==> src/rtl/byte_destriper.sv <==
// byte_destriper
//   Reassembles a byte stream that was striped byte-by-byte across NUM_LANES
//   physical lanes. Each lane has its own deskew FIFO. The block first finds
//   a COM K-symbol on every lane within MAX_SKEW lane_valid cycles (ALIGN).
//   It then emits one byte per handshake, lane 0 first, taking every byte
//   from the same FIFO column (ALIGNED).
//
// Ports
//   clk         rising-edge clock for all state
//   rst         synchronous, active-high reset
//   lane_data   lane i symbol in bits [8i+7:8i]
//   lane_k      per-lane K-symbol flag
//   lane_valid  common strobe: one symbol on every lane this cycle
//   out_data    reassembled byte (0 whenever out_valid is low)
//   out_k       K flag for out_data
//   out_valid   out_data/out_k valid
//   out_ready   sink accepts the byte when out_valid && out_ready
//   aligned     high while in ALIGNED
//   deskew_err  one-cycle pulse on an alignment failure
//   overflow    one-cycle pulse on a lane FIFO overflow

module byte_destriper #(
  parameter int         NUM_LANES  = 4,
  parameter int         FIFO_DEPTH = 8,
  parameter int         MAX_SKEW   = 4,
  parameter logic [7:0] COM_SYM    = 8'hBC
) (
  input  logic                   clk,
  input  logic                   rst,
  input  logic [NUM_LANES*8-1:0] lane_data,
  input  logic [NUM_LANES-1:0]   lane_k,
  input  logic                   lane_valid,
  output logic [7:0]             out_data,
  output logic                   out_k,
  output logic                   out_valid,
  input  logic                   out_ready,
  output logic                   aligned,
  output logic                   deskew_err,
  output logic                   overflow
);

  localparam int AW  = $clog2(FIFO_DEPTH);
  localparam int LIW = (NUM_LANES > 1) ? $clog2(NUM_LANES) : 1;
  localparam int SCW = $clog2(MAX_SKEW + 2);  // holds MAX_SKEW+1
  localparam logic [LIW-1:0] LAST_LANE  = LIW'(NUM_LANES - 1);
  localparam logic [SCW-1:0] SKEW_LIMIT = SCW'(MAX_SKEW);

  typedef enum logic {ST_ALIGN, ST_ALIGNED} state_t;

  state_t               state;
  logic [AW:0]          wr_ptr [NUM_LANES];
  logic [AW:0]          rd_ptr [NUM_LANES];
  logic [8:0]           mem    [NUM_LANES][FIFO_DEPTH];  // {k, data}
  logic [8:0]           head   [NUM_LANES];
  logic [NUM_LANES-1:0] got_com, com_now, is_com, head_com, lane_we, empty, full;
  logic [LIW-1:0]       lane_idx;
  logic [SCW-1:0]       skew_cnt, cnt_next;
  logic [8:0]           head_sel;
  logic                 any_got, skew_err, go_aligned, head_bad;
  logic                 accept, pop, do_ovf, do_desk;

  always_comb begin
    // NOTE: every combinational output gets a default before any conditional
    // assignment, so no path leaves it unassigned and no latch is inferred.
    is_com   = '0;
    empty    = '0;
    full     = '0;
    head_com = '0;
    lane_we  = '0;
    for (int i = 0; i < NUM_LANES; i++) begin
      is_com[i]   = lane_k[i] && (lane_data[8*i +: 8] == COM_SYM);
      empty[i]    = (wr_ptr[i] == rd_ptr[i]);
      // Extra MSB distinguishes full (MSBs differ) from empty (all bits equal).
      full[i]     = (wr_ptr[i][AW] != rd_ptr[i][AW]) &&
                    (wr_ptr[i][AW-1:0] == rd_ptr[i][AW-1:0]);
      head[i]     = mem[i][rd_ptr[i][AW-1:0]];
      head_com[i] = (head[i] == {1'b1, COM_SYM});
      // Before alignment a lane only starts storing from its own first COM.
      lane_we[i]  = lane_valid && ((state == ST_ALIGNED) || got_com[i] || is_com[i]);
    end

    // Skew counting starts on the cycle of the first COM capture.
    com_now    = got_com | (is_com & {NUM_LANES{lane_valid}});
    any_got    = |got_com;
    cnt_next   = any_got ? skew_cnt + 1'b1 : '0;
    skew_err   = (state == ST_ALIGN) && lane_valid && any_got &&
                 !(&com_now) && (cnt_next > SKEW_LIMIT);
    go_aligned = (state == ST_ALIGN) && lane_valid && (&com_now) &&
                 (cnt_next <= SKEW_LIMIT);

    // A COM on lane 0 without COM on every lane means the lanes have slipped.
    head_bad  = (state == ST_ALIGNED) && !(|empty) && head_com[0] && !(&head_com);
    out_valid = (state == ST_ALIGNED) && !(|empty) && !head_bad;

    head_sel = head[lane_idx];
    accept   = out_valid && out_ready;
    pop      = accept && (lane_idx == LAST_LANE);
    // A pop in the same cycle frees the slot, so writing when full is legal.
    do_ovf   = (|(lane_we & full)) && !pop;
    do_desk  = !do_ovf && (skew_err || head_bad);

    // Gating keeps unwritten storage from ever reaching the outputs.
    out_data = out_valid ? head_sel[7:0] : 8'h00;
    out_k    = out_valid && head_sel[8];
  end

  assign aligned = (state == ST_ALIGNED);

  // NOTE: the FIFO storage is deliberately not reset; the pointers define
  // which entries are live, and the outputs are gated with out_valid.
  always_ff @(posedge clk) begin
    for (int i = 0; i < NUM_LANES; i++) begin
      if (lane_we[i] && (!full[i] || pop))
        mem[i][wr_ptr[i][AW-1:0]] <= {lane_k[i], lane_data[8*i +: 8]};
    end
  end

  always_ff @(posedge clk) begin
    if (rst) begin
      state      <= ST_ALIGN;
      got_com    <= '0;
      skew_cnt   <= '0;
      lane_idx   <= '0;
      deskew_err <= 1'b0;
      overflow   <= 1'b0;
      for (int i = 0; i < NUM_LANES; i++) begin
        wr_ptr[i] <= '0;
        rd_ptr[i] <= '0;
      end
    end else begin
      deskew_err <= do_desk;
      overflow   <= do_ovf;
      if (do_ovf || do_desk) begin
        // Flush: the offending column is dropped and alignment restarts.
        state    <= ST_ALIGN;
        got_com  <= '0;
        skew_cnt <= '0;
        lane_idx <= '0;
        for (int i = 0; i < NUM_LANES; i++) begin
          wr_ptr[i] <= '0;
          rd_ptr[i] <= '0;
        end
      end else begin
        for (int i = 0; i < NUM_LANES; i++) begin
          if (lane_we[i]) wr_ptr[i] <= wr_ptr[i] + 1'b1;
          if (pop)        rd_ptr[i] <= rd_ptr[i] + 1'b1;
        end
        if (accept)
          lane_idx <= (lane_idx == LAST_LANE) ? '0 : lane_idx + 1'b1;
        if (state == ST_ALIGN) begin
          got_com <= com_now;
          if (lane_valid) skew_cnt <= cnt_next;
          if (go_aligned) state <= ST_ALIGNED;
        end
      end
    end
  end

endmodule
==> config.mk <==
export PLATFORM = sky130hd
export DESIGN_NAME = byte_destriper
export DESIGN_NICKNAME = d
export VERILOG_FILES = /design/src/rtl/byte_destriper.sv
export SDC_FILE = /design/constraint.sdc
export NUM_CORES = 1
export LEC_CHECK = 0
export BUFFER_PORTS_ARGS = -buffer_cell sky130_fd_sc_hd__buf_2
export CORE_MARGIN = 5
export CORE_UTILIZATION = 59
export DETAILED_ROUTE_END_ITERATION = 6
export PLACE_DENSITY = 0.77
export SETUP_SLACK_MARGIN = 0.2
export SLEW_MARGIN = 20
export SYNTH_ARGS = -nofsm -noshare
export SYNTH_HDL_FRONTEND = slang
export SYNTH_SLANG_ARGS = --single-unit
==> constraint.sdc <==
create_clock -name clk -period 11.1 [get_ports clk]
set_clock_uncertainty 0.15 [all_clocks]
set_input_delay 0 -clock clk [delete_from_list [all_inputs] [get_ports clk]]
set_output_delay 0 -clock clk [all_outputs]
set_load 0.01 [all_outputs]
* Word level (Yosys, flattened, before mapping)
Memory sizes are Yosys's and may differ from the RTL's. Cells that the tools add are included.
Cells by class: eq/ne operators 21, mux-type cells 77, reductions and logical operators 66, $lt $le $gt $ge 15, bitwise logic cells 29, add/subtract/negate cells 10
Operators with widths (count):
- 72-bit two-way mux | 4
- 9-bit two-way mux | 14
- 9-bit binary-select mux with 3-bit select | 4
- 9-bit demux with 3-bit select | 4
- 4-bit two-way mux | 16
- 9-bit == test, second input constant | 4
- 1-bit logical AND | 35
- 4-bit by 1-bit adder with 4-bit output, second input constant | 8
- 8-bit == test, second input constant | 4
- 4-bit greater-or-equal comparator, second input constant | 8
- 3-bit NOT with 4-bit output | 8
- 1-bit two-way mux | 31
- 9-bit binary-select mux with 2-bit select | 1
- 4-bit == test | 4
- 4-bit by 1-bit < comparator with 1-bit output, second input constant | 4
- 1-bit OR | 16
- 1-bit logical OR | 14
- 3-bit == test | 4
- 4-bit OR reduction | 3
- 1-bit logical NOT | 10
- 4-bit bitwise AND | 2
- 8-bit two-way mux | 1
- 4-bit AND reduction | 2
- 1-bit != test | 4
- 13 further kinds | 13
Storage, ports and cells: output and inout bits 13, word-level logic and storage cells 227, register bits after elaboration 12, memories kept 3, bits of input ports 40, memory bits (writable) 320
Memory list:
- mem | words 4, bits a word 72, rd ports 4, clocked after memory_dff 0, wr ports 4, RTL line 53 | logic [8:0] mem [NUM_LANES][FIFO_DEPTH];
- rd_ptr | words 4, bits a word 4, rd ports 4, clocked after memory_dff 0, wr ports 4, RTL line 52 | logic [AW:0] rd_ptr [NUM_LANES];
- wr_ptr | words 4, bits a word 4, rd ports 4, clocked after memory_dff 0, wr ports 4, RTL line 51 | logic [AW:0] wr_ptr [NUM_LANES];

* Depth between registers and ports, before layout
Gate-level depths: netlist of the first run.
word-level depth 22, mapped depth 11, depth with buffers taken out 7

* Worst setup path after synthesis of the first run
OpenSTA, ideal clock, no wires.
path kind reg-to-reg, start point memory rd_ptr[2][0] in the netlist's numbering, end point memory mem[2][10] in the netlist's numbering (enable), required time 10.523 ns, data arrival time 4.109 ns, slack 6.414 ns, stages on the path, launching flop included 9, cell sequence dfxtp_1 > buf_6 > mux4_2 > mux2_2 > or4_4 > nor4_4 > a31o_2 > nand2_2 > a2111oi_0
RTL lines (RTL line):
- from (decl) | 52
- to (decl) | 53

==> flow_summary.toml, run 1 <==
[outcome]
status = "finished clean"

[yosys]
yosysSeqAreaShare_pct = 68.6
ys_ff_latch = 332
async_reset_ff_share_pct = 0
synthMuxAreaShare_pct = 14.7
synth_xor_area_share_pct = 1.91
synth-simple-area-share_pct = 8.05
ys_types = 63
synthFlopType = "edfxtp_1"
synth_top_family_by_area = "multiplexers"
syn-mean-instance-area_um2 = 17.4
syn_area_um2 = 14200
syn_nets = 871
synth_cells = 821
synth_warnings = 0
synth_fa_ha_area_share_pct = 0.878
synth_edf_count = 312
synth-compound-area-share_pct = 3.40

[cts]
cts_buffers = 35
cts-htree-levels = 2
clock-sinks = 332
clockBufferDepth = 3
cts_root_buffer = "clkbuf_16"
cts_tree = "yes"
postCtsSetupBuffers = 0
cts_resized = 0
path_clk_slew_ns = 0.06
postCtsHoldBufs = 39
clock_latency_ns = 0.52

[setup_path]
path_delay_family = "simple AND/OR/NAND/NOR gates"
crit_fanout = 14
critPathMaxStageDelay_ns = 0.86
path_cells = "buf_4 > mux4_1 > mux2_2 > or4_4 > nor4_4 > a31o_2 > a21oi_1 > nor4_1 > buf_4"
crit_path_start_kind = "register"
crit_slowest_cell = "nor4_1"
path_buf_inv = 2
arrival_ns = 5.21
critPathKind = "reg -> reg"
cp.required_ns = 11.17
cp-end-kind = "register"
cp_common_cell = "buf_4"

[die]
start_util_pct = 60.3
die_w_um = 165
die-area_um2 = 27400
io_pins = 53
core_area_um2 = 23600
die_h_um = 165
rows = 56

[placed_design]
placed_cells = 1157
post-dp-hpwl_um = 21100
pre_cts_ws_ns = 5.90
port_buffers = 52
place.gp.congestion = 0.883

[global_routing]
track_usage_pct = 24.1
antenna_found_initial = 0
grt_pass1_vias = 8112
gr-total-overflow = 0
grt_first_pass_wirelength_um = 49000
grt_max_degree = 36

[route]
top_layer = "met4"
ant_nets = 0
wl_met1_um = 12900
wl_per_cell_um = 25.4
routed_wl_um = 32000
vias_per_cell = 6.48
drt_iter0_drc = 1004
met3WireLength_um = 2700
route.detailed.drc = 0
firstDrtPassIters = 5
vias = 8165
dr_wl_met2_um = 15600

[power]
leakagePower_uw = 0.00537
p_total_uw = 2670
vdd_ir_drop_max_v = 0.000137
power.density_nw_per_um2 = 161

[timing]
fmax_mhz = 195
fin_crit_sh_pct = 46.3
holdWs_ns = 0.154
report.final.hold_viol_count = 0
layout_setup_ws_ns = 5.96
tightest_slew_ns = 1.10
max_slew_margin_pct = 26.1
period_needed_ns = 5.14
setup_tns_ns = 0
rsz0062_at_grt = "no"
setup_viol = 0
drv_slew = 0

[final_layout]
multi_input_area_um2 = 4400
final_cell_mix = "312 x edfxtp_1, 58 x mux4_2, 52 x buf_2, 46 x nor2_1, 39 x dlygate4sd3_1"
layout-drive-gt1-share_pct = 25.2
nNetsFinal = 965
seq_area_um2 = 9770
nFillCells = 1482
fin_cells = 1261
final_common_cell = "edfxtp_1"
syn_to_final_growth_pct = 16.4

[min_path]
hp-class = "in -> reg"

[run]
drv_cap = 0
-- worst min-delay path, stage by stage --
cell and delay [ns]:
dlygate4sd3_1 0.51, buf_2 0.17, a221oi_1 0.07
-- cells in the mapped netlist, drive strengths merged (10+ instances only) --
cell type | count | area share, %
buf | 24 | 1.1
xnor2 | 14 | 0.86
mux2i | 23 | 1.6
nand3 | 14 | 0.53
nand2 | 24 | 0.65
nor3 | 20 | 0.70
ha | 10 | 0.88
mux4 | 73 | 12
edfxtp | 312 | 66
o21ai | 13 | 0.46
inv | 11 | 0.29
nand2b | 15 | 0.66
nor2 | 46 | 1.2
xor2 | 17 | 1.0
mux2 | 15 | 1.2
a21oi | 32 | 1.1
clkbuf | 26 | 0.90
nand4 | 13 | 0.57
nor4 | 23 | 1.2
dfxtp | 20 | 2.8
-- sequential cells by signal (all words and copies together) (netlist names) --
register and flops:
deskew_err 1, mem 288, rd_ptr 16, got_com 4, skew_cnt 3, overflow 1
lane_idx 2, wr_ptr 16, aligned 1
-- final cells by class --
cell class | count | area share, %
Antenna cell | 1 | 0.0151
Clock buffer | 41 | 5.80
Clock inverter | 22 | 1.25
Inverter | 11 | 0.249
Multi-Input combinational cell | 426 | 26.5
Sequential cell | 332 | 58.9
Tap cell | 319 | 2.41
Timing Repair Buffer | 109 | 4.79
-- cell families (layout without fill, tap and decap cells) --
family          after synthesis  in the layout
compound gates               76             76
fa+ha+maj                    10             10
mux                         111            111
flops                       332            332
buf+inv                      63            183
other cells                   0              1
xor+xnor                     31             31
simple gates                198            198
-- through the flow --
step                      instance area (um^2)  utilization (%)
after global placement                   14800             62.9
after detailed placement                 14900             63.0
final                                    16600             70.2
after floorplan                          14200                -
after CTS                                16400             69.6
after global routing                     16600             70.2
-- where the power goes --
group	total (uW)	switching, uW	internal, uW
clock network	1170	462	711
logic	113	62.5	50.3
registers	1390	14.5	1370
total	2670	539	2130
-- worst paths after layout --
| check | cells past startpoint | end | start | slack, ns |
|---|---|---|---|---|
| max | 9 | mem[1][24] | rd_ptr[2][0] | 5.96 |
| min | 3 | deskew_err | rst | 0.15 |
| max reg2reg | 9 | mem[1][24] | rd_ptr[2][0] | 5.96 |
| min reg2reg | 2 | skew_cnt[1] | skew_cnt[1] | 0.33 |
-- routing by layer --
metal	global-route usage, %	vias up
met5	0	-
met4	6.75	0
met3	5.29	70
met2	37.7	398
met1	34.8	4167
li1	-	3530
No activity file was read; power rests on OpenSTA's default activity.
==> run 2, diff against run 1 <==
==> constraint.sdc (replaced) <==
create_clock -name clk -period 5 [get_ports clk]
set_clock_uncertainty 0.15 [all_clocks]
set_input_delay 0 -clock clk [delete_from_list [all_inputs] [get_ports clk]]
set_output_delay 0 -clock clk [all_outputs]
set_load 0.01 [all_outputs]
==> flow_summary.toml, run 2 (same netlist as run 1, synthesis figures left out) <==
[cts]
cts_tree = "yes"
path_clk_slew_ns = 0.07
cts-htree-levels = 1
postCtsSetupBuffers = 0
cts_root_buffer = "clkbuf_16"
cts_buffers = 31
clock-sinks = 332
clock_latency_ns = 0.55
clockBufferDepth = 3

[die]
die-area_um2 = 27400
die_h_um = 165
core_area_um2 = 23600
die_w_um = 165
io_pins = 53
start_util_pct = 60.3
rows = 56

[timing]
max_slew_margin_pct = 26.8
drv_slew = 0
rsz0062_at_grt = "no"
tightest_slew_ns = 1.09
holdWs_ns = 0.117
fmax_mhz = 231
period_needed_ns = 4.33
fin_crit_sh_pct = 86.6
setup_viol = 0
setup_tns_ns = 0
report.final.hold_viol_count = 0

[final_layout]
syn_to_final_growth_pct = 15.9
antenna_cells = 0
nNetsFinal = 995
nFillCells = 1508
final_common_cell = "edfxtp_1"
largest_reg_flops = 288
utilization_pct = 69.9
final_cell_mix = "312 x edfxtp_1, 58 x mux4_2, 52 x buf_2, 52 x buf_4, 46 x nor2_1"
layout-drive-gt1-share_pct = 26.9

[global_routing]
antenna_found_initial = 0
gr-total-overflow = 0
grt_pass1_vias = 8157
grt_max_degree = 35
track_usage_pct = 23.0
grt_first_pass_wirelength_um = 47600

[placed_design]
place.gp.congestion = 0.908
port_buffers = 52
post-dp-hpwl_um = 21200

[setup_path]
worstSetupStartpoint = "rd_ptr[3][1]"
crit_fanout = 13
cp-end-kind = "output port"
r2r_cells = 10
reg2reg_to = "mem[1][50]"
timing.rr.start = "rd_ptr[3][2]"
crit_path_end = "out_data[0]"
cp.required_ns = 4.85
crit_path_start_kind = "register"
arrival_ns = 4.18
reg2reg_slack_ns = 0.69
critPathKind = "reg -> out"

[power]
p_total_uw = 5590
vdd_ir_drop_max_v = 0.000223
power.density_nw_per_um2 = 338
leakagePower_uw = 0.00543

[route]
vias = 8189
wl_per_cell_um = 23.8
routed_wl_um = 30700
firstDrtPassIters = 7
vias_per_cell = 6.36
drt_iter0_drc = 1066
ant_nets = 0
route.detailed.drc = 0

[run]
drv_cap = 0

[min_path]
hp-class = "in -> reg"

[outcome]
status = "finished clean"
## run 2: cell types whose count changed in the layout (fill, tap and decap cells not counted), sizes merged
cell      previous run  this run
clkinvlp             2         4
inv                 11        12
diode                1         0
clkbuf              41        35
bufinv               4         3
clkinv              16        14
buf                 70       104
## run 2: where the power goes
part	internal (uW)	total (uW)	leakage, uW	switching (uW)
clock	1290	2260	0.000475	970
combinational	114	256	0.00197	142
sequential	3040	3070	0.00299	26.6
## run 2: worst min-delay path by stage
stage	start	end	cells after the start
2_1_floorplan	rst	overflow	1
3_3_place_gp	rst	overflow	2
3_5_place_dp	rst	overflow	2
4_1_cts	rst	deskew_err	3
5_1_grt	rst	deskew_err	3
6_report	rst	deskew_err	3
## run 2: worst max-delay path, stage by stage, from the launching register on
cell       delay, ns
edfxtp_1        0.72
buf_4           0.29
mux4_1          0.57
mux2i_1         0.51
nor4bb_1        0.12
nand4_1         0.10
a2bb2oi_1       0.88
a211oi_1        0.21
buf_2           0.22
## run 2: through the flow
stage          std cells  cell area [um^2]  setup WS, ns
2_1_floorplan        821             14200         0.314
3_3_place_gp        1192             15100         0.794
3_5_place_dp        1192             15100         0.616
4_1_cts             1288             16500         0.620
5_1_grt             1288             16500         0.521
6_report            1288             16500         0.670
## run 2: routing by layer
metal	vias to the layer above	part of all wire (%)	track usage, %
li1	3592	-	-
met1	4097	40	33.5
met3	80	8.5	3.87
met4	0	3.2	6.75
met2	420	48	36.7
met5	-	0	0
## run 2: area by class of cell
cell class / count / area [um^2] / share of cell area (%)
flip-flops and latches: 332 / 9770 / 59.2
multi-input cells: 426 / 4270 / 25.9
well taps: 319 / 399 / 2.42
repair buffers: 143 / 1040 / 6.31
clock buffers: 35 / 791 / 4.79
inverters: 11 / 41.3 / 0.250
clock inverters: 22 / 195 / 1.18
## run 2: repair_timing
action | 4_1_cts | 5_1_grt
hold buffers | 39 | 0
gates resized for setup | 0 | 0
hold endpoints to repair | 326 | 0
